===== src/rtl/vec_stepper_pkg.sv =====
// Shared types, the stimulus table and the golden model for vec_stepper.
package vec_pkg;

    typedef enum logic [1:0] {
        VS_IDLE  = 2'd0,
        VS_APPLY = 2'd1,
        VS_DONE  = 2'd2
    } vs_state_t;

    // Stimulus vectors {a,b,c,d}; only the first NUM_VEC entries are used.
    localparam logic [3:0] VEC_TABLE [16] = '{
        4'b1101, 4'b0101, 4'b1101, 4'b1100,
        4'b0000, 4'b0000, 4'b0000, 4'b0000,
        4'b0000, 4'b0000, 4'b0000, 4'b0000,
        4'b0000, 4'b0000, 4'b0000, 4'b0000
    };

    // Reference for the gate network y = ((a & b) | c) & d.
    function automatic logic golden_y(input logic [3:0] v);
        return ((v[3] & v[2]) | v[1]) & v[0];
    endfunction

endpackage


===== src/rtl/vec_stepper_hold_timer.sv =====
// Loadable down-counter that times one hold window per vector.
// expire is high during the last cycle of the window, so the owner can
// sample and reload on the edge that closes it.
module hold_timer #(
    parameter int HOLD_CYCLES = 10
) (
    input  logic clk,
    input  logic reset,
    input  logic load,
    output logic expire
);

    localparam int CW = $clog2(HOLD_CYCLES);

    logic [CW-1:0] remain;
    logic          running;

    // Count down from HOLD_CYCLES-1 after a load; stop once the window closes.
    always_ff @(posedge clk) begin
        if (reset) begin
            remain  <= {CW{1'b0}};
            running <= 1'b0;
        end else if (load) begin
            remain  <= CW'(HOLD_CYCLES - 1);
            running <= 1'b1;
        end else if (running) begin
            if (remain == {CW{1'b0}}) begin
                running <= 1'b0;
            end else begin
                remain <= remain - {{(CW-1){1'b0}}, 1'b1};
            end
        end else begin
            remain  <= remain;
            running <= running;
        end
    end

    assign expire = running && (remain == {CW{1'b0}});

endmodule


===== src/rtl/vec_stepper.sv =====
// Steps through VEC_TABLE, holds each vector for HOLD_CYCLES clocks, samples
// the gate network's output at the end of each hold and scores it against
// the golden model.
module vec_stepper
    import vec_pkg::*;
#(
    parameter int NUM_VEC     = 4,
    parameter int HOLD_CYCLES = 10
) (
    input  logic                         clk,
    input  logic                         reset,
    input  logic                         start,
    output logic [3:0]                   vec,
    input  logic                         y_in,
    output logic                         busy,
    output logic                         done,
    output logic                         pass,
    output logic [$clog2(NUM_VEC+1)-1:0] err_count,
    output logic                         sample_valid,
    output logic                         sample_y,
    output logic                         sample_exp,
    output logic [3:0]                   sample_idx
);

    localparam int EW = $clog2(NUM_VEC + 1);

    vs_state_t     state, state_nx;
    logic [3:0]    idx, idx_nx;
    logic [3:0]    vec_nx;
    logic [EW-1:0] err_nx;
    logic          sv_nx, sy_nx, se_nx;
    logic [3:0]    si_nx;
    logic          load;
    logic          expire;
    logic          exp_y;

    hold_timer #(
        .HOLD_CYCLES(HOLD_CYCLES)
    ) u_timer (
        .clk    (clk),
        .reset  (reset),
        .load   (load),
        .expire (expire)
    );

    assign exp_y = golden_y(VEC_TABLE[idx]);

    // Next-state, next-vector and scoring decisions.
    always_comb begin
        state_nx = state;
        idx_nx   = idx;
        vec_nx   = vec;
        err_nx   = err_count;
        sv_nx    = 1'b0;
        sy_nx    = sample_y;
        se_nx    = sample_exp;
        si_nx    = sample_idx;
        load     = 1'b0;
        case (state)
            VS_IDLE, VS_DONE: begin
                if (start) begin
                    state_nx = VS_APPLY;
                    idx_nx   = 4'd0;
                    vec_nx   = VEC_TABLE[0];
                    err_nx   = {EW{1'b0}};
                    load     = 1'b1;
                end else begin
                    vec_nx = 4'd0;
                end
            end
            VS_APPLY: begin
                if (expire) begin
                    sv_nx = 1'b1;
                    sy_nx = y_in;
                    se_nx = exp_y;
                    si_nx = idx;
                    if (y_in != exp_y) begin
                        err_nx = err_count + EW'(1);
                    end else begin
                        err_nx = err_count;
                    end
                    if (idx == 4'(NUM_VEC - 1)) begin
                        state_nx = VS_DONE;
                        vec_nx   = 4'd0;
                    end else begin
                        // Next vector goes out on the sampling edge itself.
                        idx_nx = idx + 4'd1;
                        vec_nx = VEC_TABLE[idx + 4'd1];
                        load   = 1'b1;
                    end
                end else begin
                    vec_nx = vec;
                end
            end
            default: begin
                state_nx = VS_IDLE;
                vec_nx   = 4'd0;
            end
        endcase
    end

    // State and output registers; status flags follow the next state.
    always_ff @(posedge clk) begin
        if (reset) begin
            state        <= VS_IDLE;
            idx          <= 4'd0;
            vec          <= 4'd0;
            busy         <= 1'b0;
            done         <= 1'b0;
            pass         <= 1'b0;
            err_count    <= {EW{1'b0}};
            sample_valid <= 1'b0;
            sample_y     <= 1'b0;
            sample_exp   <= 1'b0;
            sample_idx   <= 4'd0;
        end else begin
            state        <= state_nx;
            idx          <= idx_nx;
            vec          <= vec_nx;
            busy         <= (state_nx == VS_APPLY);
            done         <= (state_nx == VS_DONE);
            pass         <= (state_nx == VS_DONE) && (err_nx == {EW{1'b0}});
            err_count    <= err_nx;
            sample_valid <= sv_nx;
            sample_y     <= sy_nx;
            sample_exp   <= se_nx;
            sample_idx   <= si_nx;
        end
    end

endmodule


===== config.mk =====
export PLATFORM = sky130hd
export DESIGN_NAME = vec_stepper
export DESIGN_NICKNAME = d
export VERILOG_FILES = /design/src/rtl/vec_stepper_pkg.sv /design/src/rtl/vec_stepper_hold_timer.sv /design/src/rtl/vec_stepper.sv
export SDC_FILE = /design/constraint.sdc
export NUM_CORES = 1
export LEC_CHECK = 0
export CAP_MARGIN = 20
export CORE_UTILIZATION = 55
export CTS_CLUSTER_SIZE = 8
export DETAILED_ROUTE_END_ITERATION = 12
export GPL_TIMING_DRIVEN = 0
export PLACE_DENSITY = 0.94
export SYNTH_ARGS = -nofsm -noshare
export SYNTH_HDL_FRONTEND = slang
export SYNTH_SLANG_ARGS = --single-unit

===== constraint.sdc =====
create_clock -name clk -period 3 [get_ports clk]
set_clock_uncertainty 0.1 [all_clocks]
set_input_delay 0.75 -clock clk [delete_from_list [all_inputs] [get_ports clk]]
set_output_delay 0.75 -clock clk [all_outputs]
set_load 0.03 [all_outputs]

**Word-level counts from Yosys, hierarchy flattened**

Memories as Yosys holds them, arrays and structs flattened.
Cells that the tools add are included.

- Flip-flop bits (word level): 28
- Latch bits: 0
- RAM bits: 0
- Memory bits (read-only): 128
- Input bits: 4
- Output and inout port bits: 17
- Logic and storage cells: 83
- Memories kept: 2

Memories:

| memory | words | width | rd ports | clocked after memory_dff | wr ports | RTL line | RTL |
|---|---|---|---|---|---|---|---|
| (name not given) | 16 | 4 | 1 | 0 | 0 | vec_stepper.sv:88 | `vec_nx = VEC_TABLE[idx + 4'd1];` |
| (name not given) | 16 | 4 | 1 | 0 | 0 | vec_stepper.sv:46 | `assign exp_y = golden_y(VEC_TABLE[idx]);` |

- $add $sub $neg: 3
- $mul: 0
- Divide/modulo/power cells: 0
- Magnitude comparators: 2
- Eq/ne operators: 10
- Shift operators: 0
- Mux-type cells: 31
- Bitwise gates (word level): 7
- Reductions and logical operators: 14

Operator list:

| operator | number |
|---|---|
| $mux 4 | 13 |
| $pmux 4 s2 | 2 |
| $ge 5x5->1 const B | 2 |
| $not 4->5 | 2 |
| $mux 3 | 3 |
| $ne 2x2->1 const B | 4 |
| $mux 1 | 7 |
| $mux 2 | 3 |
| $pmux 3 s2 | 1 |
| $reduce_and 2->1 | 3 |
| $reduce_or 2->1 | 3 |
| $add 4x1->4 const B | 1 |
| $eq 2x1->1 const B | 2 |
| $eq 2x2->1 const B | 2 |
| $eq 4x2->1 const B | 1 |
| $logic_not 4->1 | 1 |
| $pmux 2 s2 | 1 |
| $reduce_and 4->1 | 1 |
| $reduce_bool 2->1 | 2 |
| $sub 4x1->4 const B | 1 |
| $add 3x1->3 const B | 1 |
| $logic_not 3->1 | 1 |
| $and 1x1->1 | 2 |
| $logic_and 1x1->1 | 2 |
| 5 further kinds | 6 |

**Logic depth before layout (Yosys ltp)**

- Depth in word-level cells: 13
- Depth in mapped cells: 8

**By module**

Synthesis repeated with hierarchy kept, for this count alone.

- Cell total of the unflattened synthesis: 143
- Area total of the unflattened synthesis: 1271.2 µm²

By module, submodules not included:

| module | instances | cells each | area each (µm²) | seq. area each (µm²) |
|---|---|---|---|---|
| vec_stepper | 1 | 116 | 1022.2 | 440.4 |
| hold_timer | 1 | 27 | 249.0 | 100.1 |

**Worst setup path after synthesis**

OpenSTA, ideal clock, no wires.

- Path kind: register -> register
- Start: register idx[0]
- End: register pass
- Setup time: 115 ps
- Arrival time: 1775 ps
- Data required time: 2785 ps
- Setup slack: 1009 ps
- Cell stages (with the launch flop): 9
- Buffers on the path: 0
- Cell sequence: dfxtp_1 > ha_1 > inv_1 > ha_1 > nor4b_4 > xor2_1 > and4_1 > mux2_1 > and3_1

- Word-level cells in the longest chain between the ends: 13
- Elaborated cells on any way between the ends: 18
- Classes of those cells: eq/ne (3); mux (8); bitwise (4); reduce/logical (2); memory (1)

RTL lines:

| item | RTL line | RTL |
|---|---|---|
| start, declared | vec_stepper.sv:28 | `logic [3:0] idx, idx_nx;` |
| start signal, assigned | vec_stepper.sv:118 | `idx <= idx_nx;` |
| $not 4->5 (implied by the code) | vec_stepper.sv:46 |  |
| $mem_v2 16x4 | -- |  |
| $mux 4 (implied by the code) (2 in series) | vec_stepper.sv:46 |  |
| $and 1x1->1 | vec_stepper_pkg.sv:20 | `return ((v[3] & v[2]) \| v[1]) & v[0];` |
| $or 1x1->1 | vec_stepper_pkg.sv:20 |  |
| $and 1x1->1 | vec_stepper_pkg.sv:20 |  |
| $ne 1x1->1 | vec_stepper.sv:77 | `if (y_in != exp_y) begin` |
| $mux 3 | vec_stepper.sv:77 |  |
| $mux 3 | vec_stepper.sv:72 | `if (expire) begin` |
| $pmux 3 s2 | vec_stepper.sv:59 | `case (state)` |
| $logic_not 3->1 | vec_stepper.sv:122 | `pass <= (state_nx == VS_DONE) && (err_nx == {EW{1'b0}});` |
| $logic_and 1x1->1 (*) | vec_stepper.sv:122 |  |
| end signal, assigned | vec_stepper.sv:122 |  |
| end, declared | vec_stepper.sv:17 | `output logic pass,` |

Mark *: on every way between the ends. The rest lies on a longest branch, timed or not. The select of a mux whose other input is x is not followed.
A chain may end at the register's enable or synchronous reset.

**Worst setup path after layout**

- Start: register err_count[0]
- End: output port err_count[0]

RTL lines:

| item | RTL line | RTL |
|---|---|---|
| start, declared | vec_stepper.sv:18 | `output logic [$clog2(NUM_VEC+1)-1:0] err_count,` |
| start signal, assigned | vec_stepper.sv:111 | `err_count <= {EW{1'b0}};` |
| start signal, assigned | vec_stepper.sv:123 | `err_count <= err_nx;` |

No word-level cell between the ends.

==> flow_metrics.py <==
metrics = {
    "outcome": {
        "status": "finished clean",
    },
    "yosys": {
        "synth_compound_area_frac": 0.1282,
        "synthArstFlopShare": 0,
        "synth_flop_cell": "dfxtp_1",
        "syn_inst": 143,
        "synth_mux_area_frac": 0.02725,
        "synth_edf_count": 0,
        "synth-simple-area-share": 0.2614,
        "yosysSeqAreaShare": 0.4359,
        "synth.avg_cell_area_sq_um": 8.671,
        "synth_top_family_by_area": "simple AND/OR/NAND/NOR gates",
        "synth.distinct_cells": 36,
        "yosys.area_share.xor_xnor": 0.02119,
        "ys_ff_latch": 27,
        "yosys_warnings": 0,
        "synth_fa_ha_area_frac": 0.07064,
        "syn_area_sq_mm": 0.001240,
        "syn_nets": 154,
    },
    "timing": {
        "setup_viol": 0,
        "fin_crit_sh": 0.7650,
        "clock.fmax_ghz": 0.4357,
        "slew_headroom": 0.5849,
        "fin_crit_ns": 2.295,
        "worst_slew_pin_slew_ns": 0.6173,
        "fin_setup_tns_ns": 0,
        "grt_setup_unrepaired": "no",
        "hold_viol_final": 0,
        "slew_viol_final": 0,
    },
    "global_routing": {
        "grt_pass1_vias": 1020,
        "met2_usage": 0.4269,
        "grt_util_met3": 0.03086,
        "overflow": 0,
        "grt_pass1_wl_mm": 4.353,
        "top_usage_layer": "met2",
        "grt_use_total": 0.2311,
        "grt_antenna_before_repair": 0,
        "gr-usage-met1": 0.2664,
        "grt_max_degree": 15,
    },
    "critical_path": {
        "critPathBufInv": 1,
        "critical_path_class": "flip-flop to output port",
        "cp.arrival_ns": 1.44,
        "worstPathMaxFanout": 6,
        "crit_chain": "clkdlybuf4s50_1",
        "r2r_start": "idx[0]",
        "reg2reg_to": "pass",
        "critical_path_required_ns": 2.15,
        "reg2regPathDepth": 8,
        "crit_family": "buffers and inverters",
        "start_kind": "flip-flop",
        "crit_slowest_cell": "clkdlybuf4s50_1",
        "endpoint_kind": "output port",
        "critical_path.max_stage_delay_ns": 0.70,
        "rrSetupSlack_ns": 0.82,
    },
    "final_layout": {
        "drive_gt1_frac": 0.09091,
        "multi_input_area_sq_um": 634.4,
        "n_antenna_cell": 0,
        "layout.nets": 177,
        "ff_latch_area_sq_um": 540.5,
        "nFillCells": 162,
        "area_growth_pct": 19.37,
        "instances_no_fill": 192,
    },
    "route": {
        "vias_per_cell": 5.495,
        "ant_nets": 0,
        "drt_first_pass_iters": 4,
        "vias": 1055,
        "wl_mm": 2.460,
        "drtIter0Drc": 28,
        "drc": 0,
        "routedWlPerCell_um": 12.81,
    },
    "worst_hold_path": {
        "min_to": "vec[0]",
        "hp-class": "flip-flop to flip-flop",
        "hold_depth": 2,
        "min_from": "vec[0]",
    },
    "floorplanning": {
        "initial_core_util": 0.6072,
        "die_y_um": 49.48,
        "die-area_sq_mm": 0.002448,
        "rows": 16,
        "die_w_um": 49.48,
        "io_pins": 21,
        "coreArea_sq_mm": 0.002042,
    },
    "clocking": {
        "ctsHoldBuffers": 0,
        "htreeDepth": 1,
        "cts_sinks": 27,
        "clock-root-buffer": "clkbuf_4",
        "cts_setup_buffers": 0,
        "worstSkewPairLatency_ns": 0.32,
        "clockBufferDepth": 2,
        "post_cts_resized": 0,
        "cts_made_buffers": 3,
        "clkSlewWorstSetupHoldPaths_ns": 0.13,
        "cts_tree": "yes",
    },
    "power_and_ir_drop": {
        "sw_frac_of_total": 0.2742,
        "p_seq_frac": 0.591,
        "p_sw_mw": 0.1786,
        "pwr-share-comb": 0.177,
        "p_leak_nw": 0.5548,
        "p_int_mw": 0.4726,
        "clkPwrFrac": 0.233,
        "power_density_mw_per_mm2": 439.9,
        "vdd_drop_max_uv": 343.4,
    },
    "run": {
        "maxCapViolations": 0,
    },
    "place": {
        "dp_cells": 188,
        "dp_hpwl_mm": 1.845,
        "io_buffers": 18,
        "gp_congestion": 0.8250,
    },
}
stage by stage:
| step | total power [mW] | setup slack, ns | area, sq um | utilization | hold WS, ns |
|---|---|---|---|---|---|
| 2_1_floorplan | 0.4735 | 1.009 | 1240 | - | 0.3902 |
| 6_report | 0.6512 | 0.7051 | 1480 | 0.7249 | 0.3672 |
| 5_1_grt | 0.6854 | 0.6134 | 1480 | 0.7249 | 0.3949 |
| 3_5_place_dp | 0.5072 | 0.6525 | 1454 | 0.7120 | 0.3502 |
| 4_1_cts | 0.6548 | 0.6991 | 1480 | 0.7249 | 0.3681 |
| 3_3_place_gp | 0.5011 | 0.6474 | 1454 | 0.7120 | 0.3400 |
cell usage after synthesis (2+ instances only):
cell / n / area share
dfxtp_1: 27 / 0.44
a21oi_1: 19 / 0.077
nand2_1: 16 / 0.048
nor2_1: 13 / 0.039
ha_1: 7 / 0.071
inv_1: 7 / 0.021
nand3_1: 7 / 0.028
o21ai_0: 6 / 0.024
nor3_1: 3 / 0.012
nor3b_1: 3 / 0.018
nor4_1: 3 / 0.015
a22oi_1: 2 / 0.012
and2b_2: 2 / 0.014
clkbuf_1: 2 / 0.0061
mux2_1: 2 / 0.018
nand2b_1: 2 / 0.010
nor2b_1: 2 / 0.010
xnor2_1: 2 / 0.014
tightest hold or removal path, cell delays in order (launching register included):
cell and delay (ns):
dfxtp_1 0.33, nand2_1 0.05, a21oi_1 0.05
per-layer routing:
layer | share of wire | wire [um]
met4 | 0.012 | 30
met1 | 0.42 | 1042
met3 | 0.044 | 108
met5 | 0 | 0
met2 | 0.52 | 1278
logic make-up (layout without fill, tap and decap cells):
kind of cell,Yosys count,count (layout)
AO/OA/AOI/OAI,30,30
AND/OR/NAND/NOR,59,59
multiplexers,3,3
XOR/XNOR,3,3
other,1,1
adder cells (fa/ha/maj),7,7
buffers and inverters,13,35
flip-flops,27,27
flip-flops by register name (all words and copies together), names as in the netlist:
name / flops
vec: 3
sample_exp: 1
u_timer.remain: 4
state: 2
sample_y: 1
sample_idx: 4
idx: 4
u_timer.running: 1
busy: 1
err_count: 3
sample_valid: 1
pass: 1
done: 1
power groups by stage:
stage	combinational, mW	sequential [mW]	clock [mW]
2_1_floorplan	0.0704	0.403	0
3_3_place_gp	0.110	0.391	0
3_5_place_dp	0.114	0.393	0
4_1_cts	0.115	0.385	0.155
5_1_grt	0.126	0.387	0.172
6_report	0.115	0.385	0.152
how the worst max path moves through the flow:
stage	from	endpoint	slack, ns	depth (start not counted)
after detailed placement	y_in	pass	0.65	5
final	err_count[0]	err_count[0]	0.71	1
after floorplan	idx[0]	pass	1.01	8
after global placement	y_in	pass	0.65	5
after CTS	err_count[0]	err_count[0]	0.70	1
after global routing	err_count[0]	err_count[0]	0.61	1
cell type report:
cell class                 count  share of cell area
buffer                         6             0.02620
inverter                       7             0.01775
sequential                    27              0.3652
multi-input combinational    103              0.4286
clock buffer                   4             0.01775
timing repair buffer          18              0.1217
tap                           27             0.02282
placed cells by master, fill, tap and decap left out, types with 6 or more instances in the layout:
master	synthesis	final
clkdlybuf4s50_1	0	18
nand2_1	16	16
nand3_1	7	7
inv_1	7	7
dfxtp_1	27	27
nor2_1	13	13
a21oi_1	19	19
ha_1	7	7
o21ai_0	6	6
Note: power is estimated with default switching activity, not from simulation.
==> RTL change 1, RTL diff (config.mk and constraints unchanged) <==
Re-encode `vs_state_t` (3 states) as one-hot, 3 bits wide.
--- a/src/rtl/vec_stepper_pkg.sv
+++ b/src/rtl/vec_stepper_pkg.sv
@@ -1,10 +1,10 @@
 // Shared types, the stimulus table and the golden model for vec_stepper.
 package vec_pkg;
 
-    typedef enum logic [1:0] {
-        VS_IDLE  = 2'd0,
-        VS_APPLY = 2'd1,
-        VS_DONE  = 2'd2
+    typedef enum logic [2:0] {
+        VS_IDLE  = 3'b001,
+        VS_APPLY = 3'b010,
+        VS_DONE  = 3'b100
     } vs_state_t;
 
     // Stimulus vectors {a,b,c,d}; only the first NUM_VEC entries are used.
Formal check against the unedited RTL: same outputs for any inputs over 10 cycles, from zero or initial values and one cycle with reset high; not proved beyond that.
==> RTL change 1 against the original RTL <==
- sequential cell count rose by 1
- area after synthesis rose by 8.1%
- power rose by 4.4%
- worst setup slack got worse by 0.065 ns
- utilization fell by 1.9 points
- final area rose by 7.5%
- wire length rose by 16%
- final cell count rose by 5.2%
==> RTL change 1: results (changes against the original RTL) <==
stage	metric	value	unit	change
power_and_ir_drop	p_leak	0.586	nW	was 0.555 nW
hold_path	holdPathStages	2		unchanged
clocking	cts_resized	0		unchanged
place	dpl_cell_area	1560	um^2	was 1450 um^2
clocking	clock_latency	0.33	ns	
hold_path	min_to	sample_exp		was vec[0]
yosys	yosysSeqAreaShare	41.8	%	was 43.6%
yosys	async_flop_share	0	%	unchanged
routing	wl_met3	111	um	was 108 um
global_route	track_usage	24.1	%	was 23.1%
setup_path	r2r_start	u_timer.remain[0]		was idx[0]
finish	drive_gt1_share	8.62	%	was 9.09%
yosys	ys_types	44		was 36
outcome	status	finished, final reports clean		unchanged
global_route	grt_util_met3	3.57	%	was 3.09%
power_and_ir_drop	peakVddDrop	0.000334	V	was 0.000343 V
yosys	yosys-top-cells-area	dfxtp_1, ha_1, a21oi_1		was dfxtp_1, a21oi_1, ha_1
timing	tns	0	ns	unchanged
timing	fin_hold_ws	0.367	ns	about the same
global_route	met2_usage	47.0	%	was 42.7%
global_route	grt_use_met1	25.6	%	was 26.6%
setup_path	reg2reg_depth	7		was 8
place	place_congestion	0.848		was 0.825
timing	worst_pin_slew	0.608	ns	was 0.617 ns
routing	wl	2870	um	was 2460 um
clocking	ctsLongestPathBuffers	2		unchanged
routing	highest_layer	met4		unchanged
global_route	grt_max_degree	16		was 15
clocking	clk_pin_slew_worst_paths	0.15	ns	was 0.13 ns
setup_path	startpoint	err_count[0]		unchanged
finish	layout.nets	186		was 177
routing	routedWlPerCell	14.2	um	was 12.8 um
routing	dr.pass1.iters	4		unchanged
yosys	synthTopCellsByCount	dfxtp_1, nand2_1, a21oi_1		was dfxtp_1, a21oi_1, nand2_1
routing	wl_met2	1490	um	was 1280 um
yosys	synthFlopType	dfxtp_1		unchanged
yosys	ys_warn_count	0		unchanged
global_route	grt_pass1_wl	4890	um	was 4350 um
setup_path	cpPeakStageDelay	0.72	ns	was 0.70 ns
finish	diodes	0		unchanged
setup_path	cp_slowest_cell	clkdlybuf4s50_1		unchanged
place	dpl.hpwl	2160	um	was 1840 um
global_route	grt_antenna_before_repair	0		unchanged
routing	dr.first_iter.drc_count	29		was 28
setup_path	cp_max_fo	6		unchanged
timing	period_share	78.7	%	was 76.5%
setup_path	ff2ff_setup_slack	0.93	ns	was 0.82 ns
routing	wl_met1	1230	um	was 1040 um
clocking	post_cts_buffers	0		unchanged
yosys	synth_nets	163		was 154
hold_path	hp-class	reg2reg		unchanged
hold_path	holdCritStartpoint	sample_exp		was vec[0]
place	numPlacedInstances	198		was 188
yosys	avgSynthCellArea	8.82	um^2	was 8.67 um^2
routing	vias_per_cell	5.84		was 5.49
clocking	numCtsBuffers	3		unchanged
place	place_ws	0.640	ns	was 0.652 ns
==> RTL change 1: cell count changes in the layout (fill, tap and decap cells not counted), moves of 3 or more <==
cell / delta
a21oi_1: -3
nand3_1: -3
inv_1: +4
a31oi_1: +3
nor4_1: -3
==> RTL change 1: kinds of logic (layout without fill, tap and decap cells) <==
logic type               after synthesis  after routing  synth area share [%]
buffers and inverters                 16             38                  4.86
AND/OR/NAND/NOR                       54             54                  22.9
XOR/XNOR                               5              5                  3.83
adder cells (fa/ha/maj)                7              7                  6.54
flip-flops                            28             28                  41.8
AO/OA/AOI/OAI                         41             41                  19.8
other                                  1              1                 0.280
==> RTL change 1: report_power, final <==
group / internal [W] / switching, W
clock: 0.0000744 / 0.000113
sequential: 0.000385 / 0.00000964
combinational: 0.0000376 / 0.0000606
==> RTL change 1: area by class of cell <==
type	count	area (um^2)
clock buffer	4	36.3
tap	28	35.0
sequential	28	561
inverter	11	41.3
timing repair buffer	18	180
multi-input combinational	108	714
fill	184	663
buffer	5	23.8
==> RTL change 2, RTL diff (config.mk and constraints unchanged) <==
Made on the original files. `HOLD_CYCLES` is set to 10 in 2 places; all go to 9.
--- a/src/rtl/vec_stepper_hold_timer.sv
+++ b/src/rtl/vec_stepper_hold_timer.sv
@@ -2,7 +2,7 @@
 // expire is high during the last cycle of the window, so the owner can
 // sample and reload on the edge that closes it.
 module hold_timer #(
-    parameter int HOLD_CYCLES = 10
+    parameter int HOLD_CYCLES = 9
 ) (
     input  logic clk,
     input  logic reset,
--- a/src/rtl/vec_stepper.sv
+++ b/src/rtl/vec_stepper.sv
@@ -5,7 +5,7 @@
     import vec_pkg::*;
 #(
     parameter int NUM_VEC     = 4,
-    parameter int HOLD_CYCLES = 10
+    parameter int HOLD_CYCLES = 9
 ) (
     input  logic                         clk,
     input  logic                         reset,
Function: same outputs for any inputs over 10 cycles, from zero or initial values and one cycle with reset high; that may be too few to reach the edited logic, so the function may still have changed.
==> RTL change 2 against the original RTL <==
- final area is 4.8% higher
- die area increased by 5.1%
- wire length grew 7.1%
- area after synthesis rose by 5.3%
- worst hold slack got worse by 0.0096 ns
- sequential cell count unchanged
- clock power is 7% higher
- first-iteration DRC count shrank 14%
- worst setup slack lost 0.0045 ns
- sequential power barely moved
- power rose by 1.1%
- largest power group unchanged
- highest routed layer unchanged
==> RTL change 2: results (changes against the original RTL) <==
stage	metric	value	unit	change
outcome	status	finished, final reports clean		unchanged
global_route	grt_max_degree	17		was 15
yosys	yosysSeqAreaShare	41.4	%	was 43.6%
routing	dr.first_iter.drc_count	24		was 28
global_route	met2_usage	41.1	%	was 42.7%
setup_path	reg2reg_depth	7		was 8
place	place_ws	0.509	ns	was 0.652 ns
yosys	syn_inst	144		was 143
finish	area_delta_synth_final	18.8	%	was 19.4%
global_route	grt_use_met1	26.1	%	was 26.6%
finish	clockNetworkAreaShare	1.94	%	was 1.78%
finish	layout.nets	179		was 177
finish	fillCellCount	182		was 162
finish	buffers	23		was 24
setup_path	startpoint	err_count[1]		was err_count[0]
clocking	clock-root-buffer	clkbuf_4		unchanged
clocking	cts_resized	0		unchanged
yosys	yosys-top-cells-area	dfxtp_1, ha_1, a21oi_1		was dfxtp_1, a21oi_1, ha_1
global_route	grt_pass1_wl	4320	um	was 4350 um
finish	n_clock_buffer	3		was 4
global_route	grt_util_met3	4.24	%	was 3.09%
setup_path	endpoint	err_count[1]		was err_count[0]
finish	final_cells	194		was 192
finish	diodes	0		unchanged
finish	multi_input_area	694	um^2	was 634 um^2
place	dpl.hpwl	2050	um	was 1840 um
yosys	synth_nets	156		was 154
setup_path	r2r_start	idx[1]		was idx[0]
global_route	track_usage	23.0	%	was 23.1%
timing	relSlewSlack	57.5	%	was 58.5%
place	dpl_cell_area	1520	um^2	was 1450 um^2
timing	period_share	76.6	%	was 76.5%
setup_path	cp_max_fo	5		was 6
routing	routedWlPerCell	13.6	um	was 12.8 um
clocking	clk_pin_slew_worst_paths	0.15	ns	was 0.13 ns
finish	n_all_inverters	9		was 7
global_route	grt_pass1_vias	994		was 1020
yosys	synthTopCellsByCount	dfxtp_1, nand2_1, a21oi_1, nor2_1, inv_1		was dfxtp_1, a21oi_1, nand2_1
finish	buffer_area_share	14.0	%	was 14.8%
routing	vias	1049		was 1055
routing	wl_met1	1080	um	was 1040 um
finish	drive_gt1_share	9.04	%	was 9.09%
power_and_ir_drop	internal_power	0.000468	W	was 0.000473 W
place	place_congestion	0.811		was 0.825
power_and_ir_drop	peakVddDrop	0.000396	V	was 0.000343 V
power_and_ir_drop	p_leak	0.625	nW	was 0.555 nW
yosys	ys_types	38		was 36
clocking	clock_latency	0.33	ns	
floorplanning	core-area	2230	um^2	was 2040 um^2
timing	fin_hold_ws	0.358	ns	was 0.367 ns
[RTL change 2: cell count changes after synthesis, moves of 3 or more]
cell     change
o21ai_0      -5
nand2_1      +4
nand3_1      -4
mux2i_1      +3
nor2b_1      +3
a21oi_1      -4
[RTL change 2: power groups by stage]
| stage | Combinational, W | Clock, W | Sequential (W) |
|---|---|---|---|
| floorplan | 0.0000689 | 0 | 0.000402 |
| global placement | 0.000105 | 0 | 0.000391 |
| detailed placement | 0.000110 | 0 | 0.000393 |
| CTS | 0.000111 | 0.000167 | 0.000385 |
| global route | 0.000121 | 0.000181 | 0.000386 |
| finish | 0.000111 | 0.000163 | 0.000385 |
[RTL change 2: cells by family after synthesis]
kind of cell | count (synthesis) | share of synthesized area (%)
adders and majority gates | 8 | 7.66
DFF | 27 | 41.4
AOI/OAI and AO/OA | 24 | 10.8
other | 1 | 0.287
xor gates and xnor gates | 4 | 3.26
and+or+nand+nor | 63 | 28.8
muxes | 3 | 2.30
buffers and inverters | 14 | 5.46
